## config.mk

```make
export PLATFORM = sky130hd
export DESIGN_NAME = uart_tx
export DESIGN_NICKNAME = d
export VERILOG_FILES = /design/src/rtl/uart_tx.sv
export SDC_FILE = /design/constraint.sdc
export NUM_CORES = 1
export LEC_CHECK = 0
export CAP_MARGIN = 15
export CORE_MARGIN = 1
export CORE_UTILIZATION = 51
export DETAILED_ROUTE_END_ITERATION = 8
export PLACE_DENSITY = 0.79
export REMOVE_ABC_BUFFERS = 1
export SYNTH_ARGS = -nofsm -noshare
export SYNTH_HDL_FRONTEND = slang
export SYNTH_SLANG_ARGS = --single-unit
```

## constraint.sdc

```tcl
create_clock -name clk -period 1.8 [get_ports clk]
set_clock_uncertainty 0.15 [all_clocks]
set_input_delay 0.36 -clock clk [delete_from_list [all_inputs] [get_ports clk]]
set_output_delay 0.36 -clock clk [all_outputs]
set_load 0.05 [all_outputs]
```

## src/rtl/uart_tx.sv

```systemverilog
// uart_tx: reports a result byte as two ASCII hex digits and a CR
// on an 8N1 serial line paced by a 16x-baud tick strobe.
`timescale 1ns/1ps
module uart_tx #(
  parameter int DBIT    = 8,
  parameter int SB_TICK = 16,
  parameter int NCHAR   = 3
) (
  input  logic       clk,
  input  logic       rst,
  input  logic       tick,
  input  logic       en_tx,
  input  logic [7:0] res,
  output logic       tx,
  output logic       busy,
  output logic       done
);

  localparam int SMAX = (SB_TICK > 16) ? SB_TICK : 16;
  localparam int SW   = $clog2(SMAX);
  localparam int NW   = (DBIT > 1) ? $clog2(DBIT) : 1;
  localparam int CW   = (NCHAR > 1) ? $clog2(NCHAR) : 1;

  typedef enum logic [2:0] {
    IDLE,
    START,
    DATA,
    STOP,
    DONE
  } state_t;

  state_t            state_q, state_d;
  logic [SW-1:0]     s_q, s_d;
  logic [NW-1:0]     n_q, n_d;
  logic [CW-1:0]     c_q, c_d;
  logic [DBIT-1:0]   shift_q, shift_d;
  logic [7:0]        res_q, res_d;
  logic              tx_q, tx_d;
  logic              en_q;
  logic              armed_q;
  logic              rise;
  logic [7:0]        ch;

  function automatic logic [7:0] hex(input logic [3:0] v);
    if (v < 4'd10) return 8'h30 + {4'd0, v};
    return 8'h37 + {4'd0, v};
  endfunction

  // armed blocks a level already high at reset release from
  // being taken as a request
  assign rise = en_tx & ~en_q & armed_q;

  // character c of the message
  always_comb begin
    ch = 8'h0D;
    unique case (1'b1)
      (c_q == CW'(0)): ch = hex(res_q[7:4]);
      (c_q == CW'(1)): ch = hex(res_q[3:0]);
      default:         ch = 8'h0D;
    endcase
  end

  // next-state and datapath updates; only tick advances framing
  always_comb begin
    state_d = state_q;
    s_d     = s_q;
    n_d     = n_q;
    c_d     = c_q;
    shift_d = shift_q;
    res_d   = res_q;
    unique case (state_q)
      IDLE: begin
        if (rise) begin
          res_d   = res;
          s_d     = '0;
          n_d     = '0;
          c_d     = '0;
          state_d = START;
        end
      end
      START: begin
        if (tick) begin
          if (s_q == SW'(15)) begin
            s_d     = '0;
            shift_d = DBIT'(ch);
            n_d     = '0;
            state_d = DATA;
          end else begin
            s_d = s_q + SW'(1);
          end
        end
      end
      DATA: begin
        if (tick) begin
          if (s_q == SW'(15)) begin
            s_d     = '0;
            shift_d = shift_q >> 1;
            if (n_q == NW'(DBIT - 1)) state_d = STOP;
            else n_d = n_q + NW'(1);
          end else begin
            s_d = s_q + SW'(1);
          end
        end
      end
      STOP: begin
        if (tick) begin
          if (s_q == SW'(SB_TICK - 1)) begin
            s_d = '0;
            if (c_q < CW'(NCHAR - 1)) begin
              c_d     = c_q + CW'(1);
              state_d = START;
            end else begin
              state_d = DONE;
            end
          end else begin
            s_d = s_q + SW'(1);
          end
        end
      end
      DONE:    state_d = IDLE;
      default: state_d = IDLE;
    endcase
  end

  // line level follows the state being entered
  always_comb begin
    tx_d = 1'b1;
    unique case (state_d)
      START:   tx_d = 1'b0;
      DATA:    tx_d = shift_d[0];
      default: tx_d = 1'b1;
    endcase
  end

  // state, datapath and registered line
  always_ff @(posedge clk or negedge rst) begin
    if (!rst) begin
      state_q <= IDLE;
      s_q     <= '0;
      n_q     <= '0;
      c_q     <= '0;
      shift_q <= '0;
      res_q   <= '0;
      tx_q    <= 1'b1;
    end else begin
      state_q <= state_d;
      s_q     <= s_d;
      n_q     <= n_d;
      c_q     <= c_d;
      shift_q <= shift_d;
      res_q   <= res_d;
      tx_q    <= tx_d;
    end
  end

  // request edge detect
  always_ff @(posedge clk or negedge rst) begin
    if (!rst) begin
      en_q    <= 1'b0;
      armed_q <= 1'b0;
    end else begin
      en_q    <= en_tx;
      armed_q <= armed_q | ~en_tx;
    end
  end

  assign tx   = tx_q;
  assign busy = (state_q != IDLE);
  assign done = (state_q == DONE);

endmodule

```

==> results of run 1 <==
==> metrics by stage <==
stage	worst slack, ns	hold slack (ns)	power [mW]
5_1_grt	-0.2373	0.1536	3.287
6_report	-0.1098	0.1494	3.062
2_1_floorplan	-0.3640	-0.08559	1.934
4_1_cts	-0.1125	0.1549	2.897
3_3_place_gp	-0.2030	0.3009	2.380
3_5_place_dp	-0.3099	0.3026	2.464
==> critical path, cell delays in order, from the launching register on <==
cell	delay (ns)
dfrtp_1	0.38
or3_4	0.42
buf_6	0.14
buf_8	0.14
==> repair_timing <==
action,4_1_cts,5_1_grt
setup buffers,1,0
hold buffers,0,0
pin swaps,4,8
gates cloned,0,1
resized for setup,11,31
endpoints found under the setup margin,10,24
==> cell usage in the layout (no fill, tap or decap), drive strengths merged, types with 3 or more instances in the layout <==
master,count
dfrtp,29
buf,29
nand2,24
o21ai,21
inv,12
clkdlybuf4s50,11
nor2,7
ha,7
clkbuf,7
a21oi,6
nand2b,6
nand3,5
or3,5
a22oi,4
nor4,4
a31oi,3
a211o,3
a22o,3
==> final cells by class <==
class	instances	share of cell area [%]
Sequential cell	30	33.80
Timing Repair Buffer	40	16.70
Multi-Input combinational cell	132	42.97
Inverter	12	2.025
Clock buffer	7	2.025
Tap cell	44	2.475
==> sequential cells by signal, indices dropped and copies added (netlist names) <==
register,cells
armed_q,1
res_q,8
shift_q,7
n_q,3
state_q,3
c_q,2
en_q,1
tx,1
s_q,4
==> cells by family after synthesis <==
kind of cell	Yosys count	share of synthesized area, %
adder cells (fa/ha/maj)	7	5.271
flip-flops	30	45.26
multiplexers	1	0.6777
buffers and inverters	18	4.216
XOR/XNOR	1	0.5272
AND/OR/NAND/NOR	63	19.43
AO/OA/AOI/OAI	60	24.62
==> worst max-delay path by stage <==
| stage | to | depth (start not counted) | slack [ns] |
|---|---|---|---|
| after floorplan | done | 1 | -0.36 |
| after global placement | tx | 6 | -0.20 |
| after detailed placement | tx | 5 | -0.31 |
| after CTS | busy | 3 | -0.11 |
| after global routing | tx | 5 | -0.24 |
| final | busy | 3 | -0.11 |
==> power by group through the flow <==
| stage | sequential, mW | clock (mW) | combinational [mW] |
|---|---|---|---|
| floorplan | 1.15 | 0 | 0.789 |
| global placement | 1.12 | 0 | 1.26 |
| detailed placement | 1.13 | 0 | 1.33 |
| CTS | 1.13 | 0.367 | 1.40 |
| global route | 1.18 | 0.395 | 1.71 |
| finish | 1.15 | 0.359 | 1.55 |
==> layer usage <==
metal	vias to the layer above	GRT usage, %	part of all wire (%)	wire length [µm]
met5	-	0	0	0
met4	0	14.97	2.1	90
met3	11	6.550	3.9	166
met2	33	43.02	49	2106
met1	742	33.33	45	1925
li1	741	-	-	-
==> reports/summary.txt, run 1 <==
WS Path Type: flip-flop to output pin
Placed inst area: 2029 µm²
RSZ-0062 raised after global routing: yes
Post-synth top flop: dfrtp_1
GRT Resource Usage Total: 26.90%
Status: finished with violations
Layout net count: 240
Combinational share of power: 50.8%
Synth unique cells: 44
Largest net degree at the start of global routing: 14
CTS H-tree lvls: 2
Internal reg-to-reg setup slack: -0.10 ns
Post-synthesis sequential area ratio: 45.26%
First-pass GRT wire length: 6844 µm
Switching Fraction: 42.49%
RD Place Congestion: 0.8955
Via count: 1527
Die width: 59.08 µm
DRC viols: 0
Dpl cells: 256
CTS Buf Count: 5
Final Cell Area: 2225 µm²
Total Wirelength: 4288 µm
Die height: 59.08 µm
Number of port buffers: 14
Setup crit end kind: output pin
Yosys reg bits: 30
Area contributors post-synth: dfrtp_1 (44%), o21ai_0 (6.3%), nand2_1 (5.4%), ha_1 (5.3%), inv_1 (2.7%)
Site row count: 20
Post-layout min period: 1.910 ns
Post-synth EDFFs: 0
Final worst-path cycle share: 106.1%
TNS Setup: -0.4359 ns
Core Area: 3078 µm²
Most numerous cell in the Yosys netlist: dfrtp_1
Net Switching: 1.301 mW
Layout cells sized above 1: 28.05%
HPWL after DPL: 3034 µm
Vias in the first global route: 1492
CTS sink count: 30
Final hold vios: 0
Worst slew pin tran: 0.4310 ns
Leakage: 0.9852 nW
Crit Path Max Fanout: 3
Clock Latency Late Sink: 0.32 ns
Final Setup Violations: 8
CP required: 1.29 ns
CP Launch Point: state_q[1]
WL/cell: 16.18 µm
Area of the multi-input gates: 955.9 µm²
Clock Path Buffers: 2
First-iteration detailed-routing DRC count: 71
ANT cells: 0
Synth warn: 0
Die area: 3490 µm²
Pint: 1.761 mW
Synthesized area: 1662 µm²
Area Overhead vs Synth: 33.89%
Max-Cap Viols: 0
Sequential Area: 752.0 µm²
Yosys top cell area share: 43.67%
Final Util: 72.28%
Seq pwr share: 37.5%
Critical path startpoint category: flip-flop
Remaining global-route overflow: 0
Synth cell count leaders: dfrtp_1 (29), nand2_1 (24), o21ai_0 (21)
FILL cells: 238
CTS Root Cell: clkbuf_4
Mapped Cells: 180
R2r worst-path depth: 5
Worst setup margin: -0.1098 ns
DRT Pass-1 Iters: 4
Headroom to the max-slew limit: 71.21%
Initial antenna violation count: 0
Avg Inst Size Synth: 9.231 µm²
Starting density of the core: 53.98%
VDD IR max: 806.3 µV
Clock power frac: 11.7%
Vias per cell: 5.762
Hold Path Class: primary input to asynchronous set/reset pin
# IOs: 15
FF-to-FF Start: s_q[1]
Final Max Slew Viols: 0
Pwr dens: 1376 nW/µm²
CP arrival: 1.40 ns
Post-synth ARST share: 100.0%
Failing checks: negative setup slack
Post-route ant nets: 0
Clock slew at reported path FFs: 0.08 ns
Highest clock rate: 523.6 MHz
Yosys top cell by area: dfrtp_1
CTS tree: built
RR Endpoint: tx
Final instance count without filler cells: 265
(Power assumes the default switching activity.)
==> run 2: changes to the inputs <==
--- a/config.mk
+++ b/config.mk
@@ -9,7 +9,7 @@
 export CORE_MARGIN = 1
 export CORE_UTILIZATION = 51
 export DETAILED_ROUTE_END_ITERATION = 8
-export PLACE_DENSITY = 0.79
+export PLACE_DENSITY = 0.75
 export REMOVE_ABC_BUFFERS = 1
 export SYNTH_ARGS = -nofsm -noshare
 export SYNTH_HDL_FRONTEND = slang
==> run 2 against run 1 <==
- the run still ends with negative setup slack left
- hold slack improved by 0.0029 ns
- core utilization decreased by 2.6 points
- clock power about the same
- first-iteration DRC count decreased by 31%
- fmax increased by 0.28%
- sequential power about the same
- final cell count decreased by 0.38%
- count of clock-buffer cells in the layout increased by 1
- combinational power decreased by 8%
==> reports/summary.txt, run 2 (synthesis gave the netlist of run 1 again) <==
Worst setup margin: -0.1045 ns (was -0.1098 ns)
Biggest registers after layout: res_q x8, shift_q x7, s_q x4 (unchanged)
Clock slew at reported path FFs: 0.08 ns (about the same)
Final worst-path cycle share: 105.8% (was 106.1%)
Die height: 59.08 µm (unchanged)
Critical path startpoint category: flip-flop (unchanged)
Post-layout min period: 1.904 ns (was 1.910 ns)
Post-route ant nets: 0 (unchanged)
HPWL after DPL: 2960 µm (was 3034 µm)
Layout net count: 238 (was 240)
Vias per cell: 5.708 (was 5.762)
Clock Latency Late Sink: 0.32 ns (about the same)
First-pass GRT wire length: 6561 µm (was 6844 µm)
First-iteration detailed-routing DRC count: 49 (was 71)
CTS Root Cell: clkbuf_4 (unchanged)
Total Wirelength: 3856 µm (was 4288 µm)
Setup Slack @ Placement: -0.3012 ns (was -0.3099 ns)
Site row count: 20 (unchanged)
CP arrival: 1.39 ns (was 1.40 ns)
Die area: 3490 µm² (unchanged)
Largest net degree at the start of global routing: 14 (unchanged)
CP Launch Point: state_q[1] (unchanged)
Remaining global-route overflow: 0 (unchanged)
Layout cells sized above 1: 20.91% (was 28.05%)
ANT cells: 0 (unchanged)
Final Max Slew Viols: 0 (unchanged)
RSZ-0062 raised after global routing: yes (unchanged)
Die width: 59.08 µm (unchanged)
Commonest cells after routing, fill and taps aside: dfrtp_1 (29), nand2_1 (24), buf_4 (21) (was dfrtp_1 (29), buf_4 (23), nand2_1 (20))
Hold_buf cts: 0 (unchanged)
Most common cell after layout, fill and taps aside: dfrtp_1 (unchanged)
Number of port buffers: 14 (unchanged)
VDD IR max: 835.8 µV (was 806.3 µV)
Setup crit end kind: output pin (unchanged)
CTS sink count: 30 (unchanged)
CP required: 1.29 ns (about the same)
Leakage: 0.9529 nW (was 0.9852 nW)
Worst slew pin tran: 0.3470 ns (was 0.4310 ns)
GRT Resource Usage Total: 25.74% (was 26.90%)
Internal reg-to-reg setup slack: -0.10 ns (about the same)
WS Path Type: flip-flop to output pin (unchanged)
CTS H-tree lvls: 2 (unchanged)
FF-to-FF Start: state_q[1] (was s_q[1])
Highest clock rate: 525.1 MHz (was 523.6 MHz)
RD Place Congestion: 0.8982 (was 0.8955)
DRC viols: 0 (unchanged)
Core Area: 3078 µm² (unchanged)
Final hold vios: 0 (unchanged)
Failing checks: negative setup slack (unchanged)
Vias in the first global route: 1436 (was 1492)
Max-Cap Viols: 0 (unchanged)
# IOs: 15 (unchanged)
CTS tree: built (unchanged)
Area Overhead vs Synth: 29.07% (was 33.89%)
Final Setup Violations: 7 (was 8)
Pwr dens: 1360 nW/µm² (was 1376 nW/µm²)
WL/cell: 14.61 µm (was 16.18 µm)
Initial antenna violation count: 0 (unchanged)
FILL cells: 257 (was 238)
Starting density of the core: 53.98% (unchanged)
Status: finished with violations (unchanged)
Largest Register: res_q (unchanged)
Max reg flops: 8 (unchanged)
Headroom to the max-slew limit: 76.81% (was 71.21%)
DRT Pass-1 Iters: 4 (unchanged)
Clock Path Buffers: 2 (unchanged)
Crit Path Max Fanout: 3 (unchanged)
TNS Setup: -0.2708 ns (was -0.4359 ns)
Via count: 1507 (was 1527)
Hold Path Class: primary input to asynchronous set/reset pin (unchanged)
CTS Buf Count: 5 (unchanged)
-- run 2: stage by stage --
stage | utilization, % | cell area, µm² | hold slack [ns] | instances | power (mW)
after global placement | 65.94 | 2029 | 0.3019 | 256 | 2.367
final | 69.67 | 2145 | 0.1522 | 264 | 2.916
after CTS | 68.90 | 2121 | 0.1520 | 264 | 2.891
after detailed placement | 65.94 | 2029 | 0.3028 | 256 | 2.448
after global routing | 69.67 | 2145 | 0.1467 | 264 | 3.158
after floorplan | - | 1637 | -0.08559 | 174 | 1.934
-- run 2: cell type report --
class | count | area, µm² | share of cell area, %
Multi-Input combinational cell | 132 | 887.1 | 41.37
Clock buffer | 8 | 48.80 | 2.275
Inverter | 12 | 45.04 | 2.100
Sequential cell | 30 | 752.0 | 35.06
Tap cell | 44 | 55.05 | 2.567
Timing Repair Buffer | 38 | 356.6 | 16.63
-- run 2: final timing paths --
path / cells past startpoint / end
worst max register to register: 4 / n_q[0]
worst min-delay path: 1 / n_q[1]
worst min register to register: 1 / armed_q
worst max-delay path: 3 / busy
max in group asynchronous: 2 / shift_q[4]
min in group clk: 1 / armed_q
-- run 2: repair_timing --
item                       4_1_cts  5_1_grt
resized for setup               11        8
pin swaps                        6        4
buffers inserted                 0        0
setup endpoints to repair       10       17
-- run 2: power by group --
group | switching (mW) | internal, mW
registers | 0.222 | 0.907
logic | 0.761 | 0.663
clock network | 0.207 | 0.155
-- run 2: per-layer routing --
| layer | routed length (µm) | global-route usage [%] | part of all wire (%) | vias to the layer above |
|---|---|---|---|---|
| li1 | - | - | - | 740 |
| met1 | 1730 | 34.79 | 45 | 722 |
| met2 | 1917 | 40.26 | 50 | 38 |
| met3 | 157 | 5.895 | 4.1 | 7 |
| met4 | 50 | 9.864 | 1.3 | 0 |
| met5 | 0 | 0 | 0 | - |
-- run 2: worst max-delay path, stage by stage (launching register included) --
cell and delay, ns:
dfrtp_1 0.40, or3_4 0.40, buf_6 0.14, buf_8 0.14
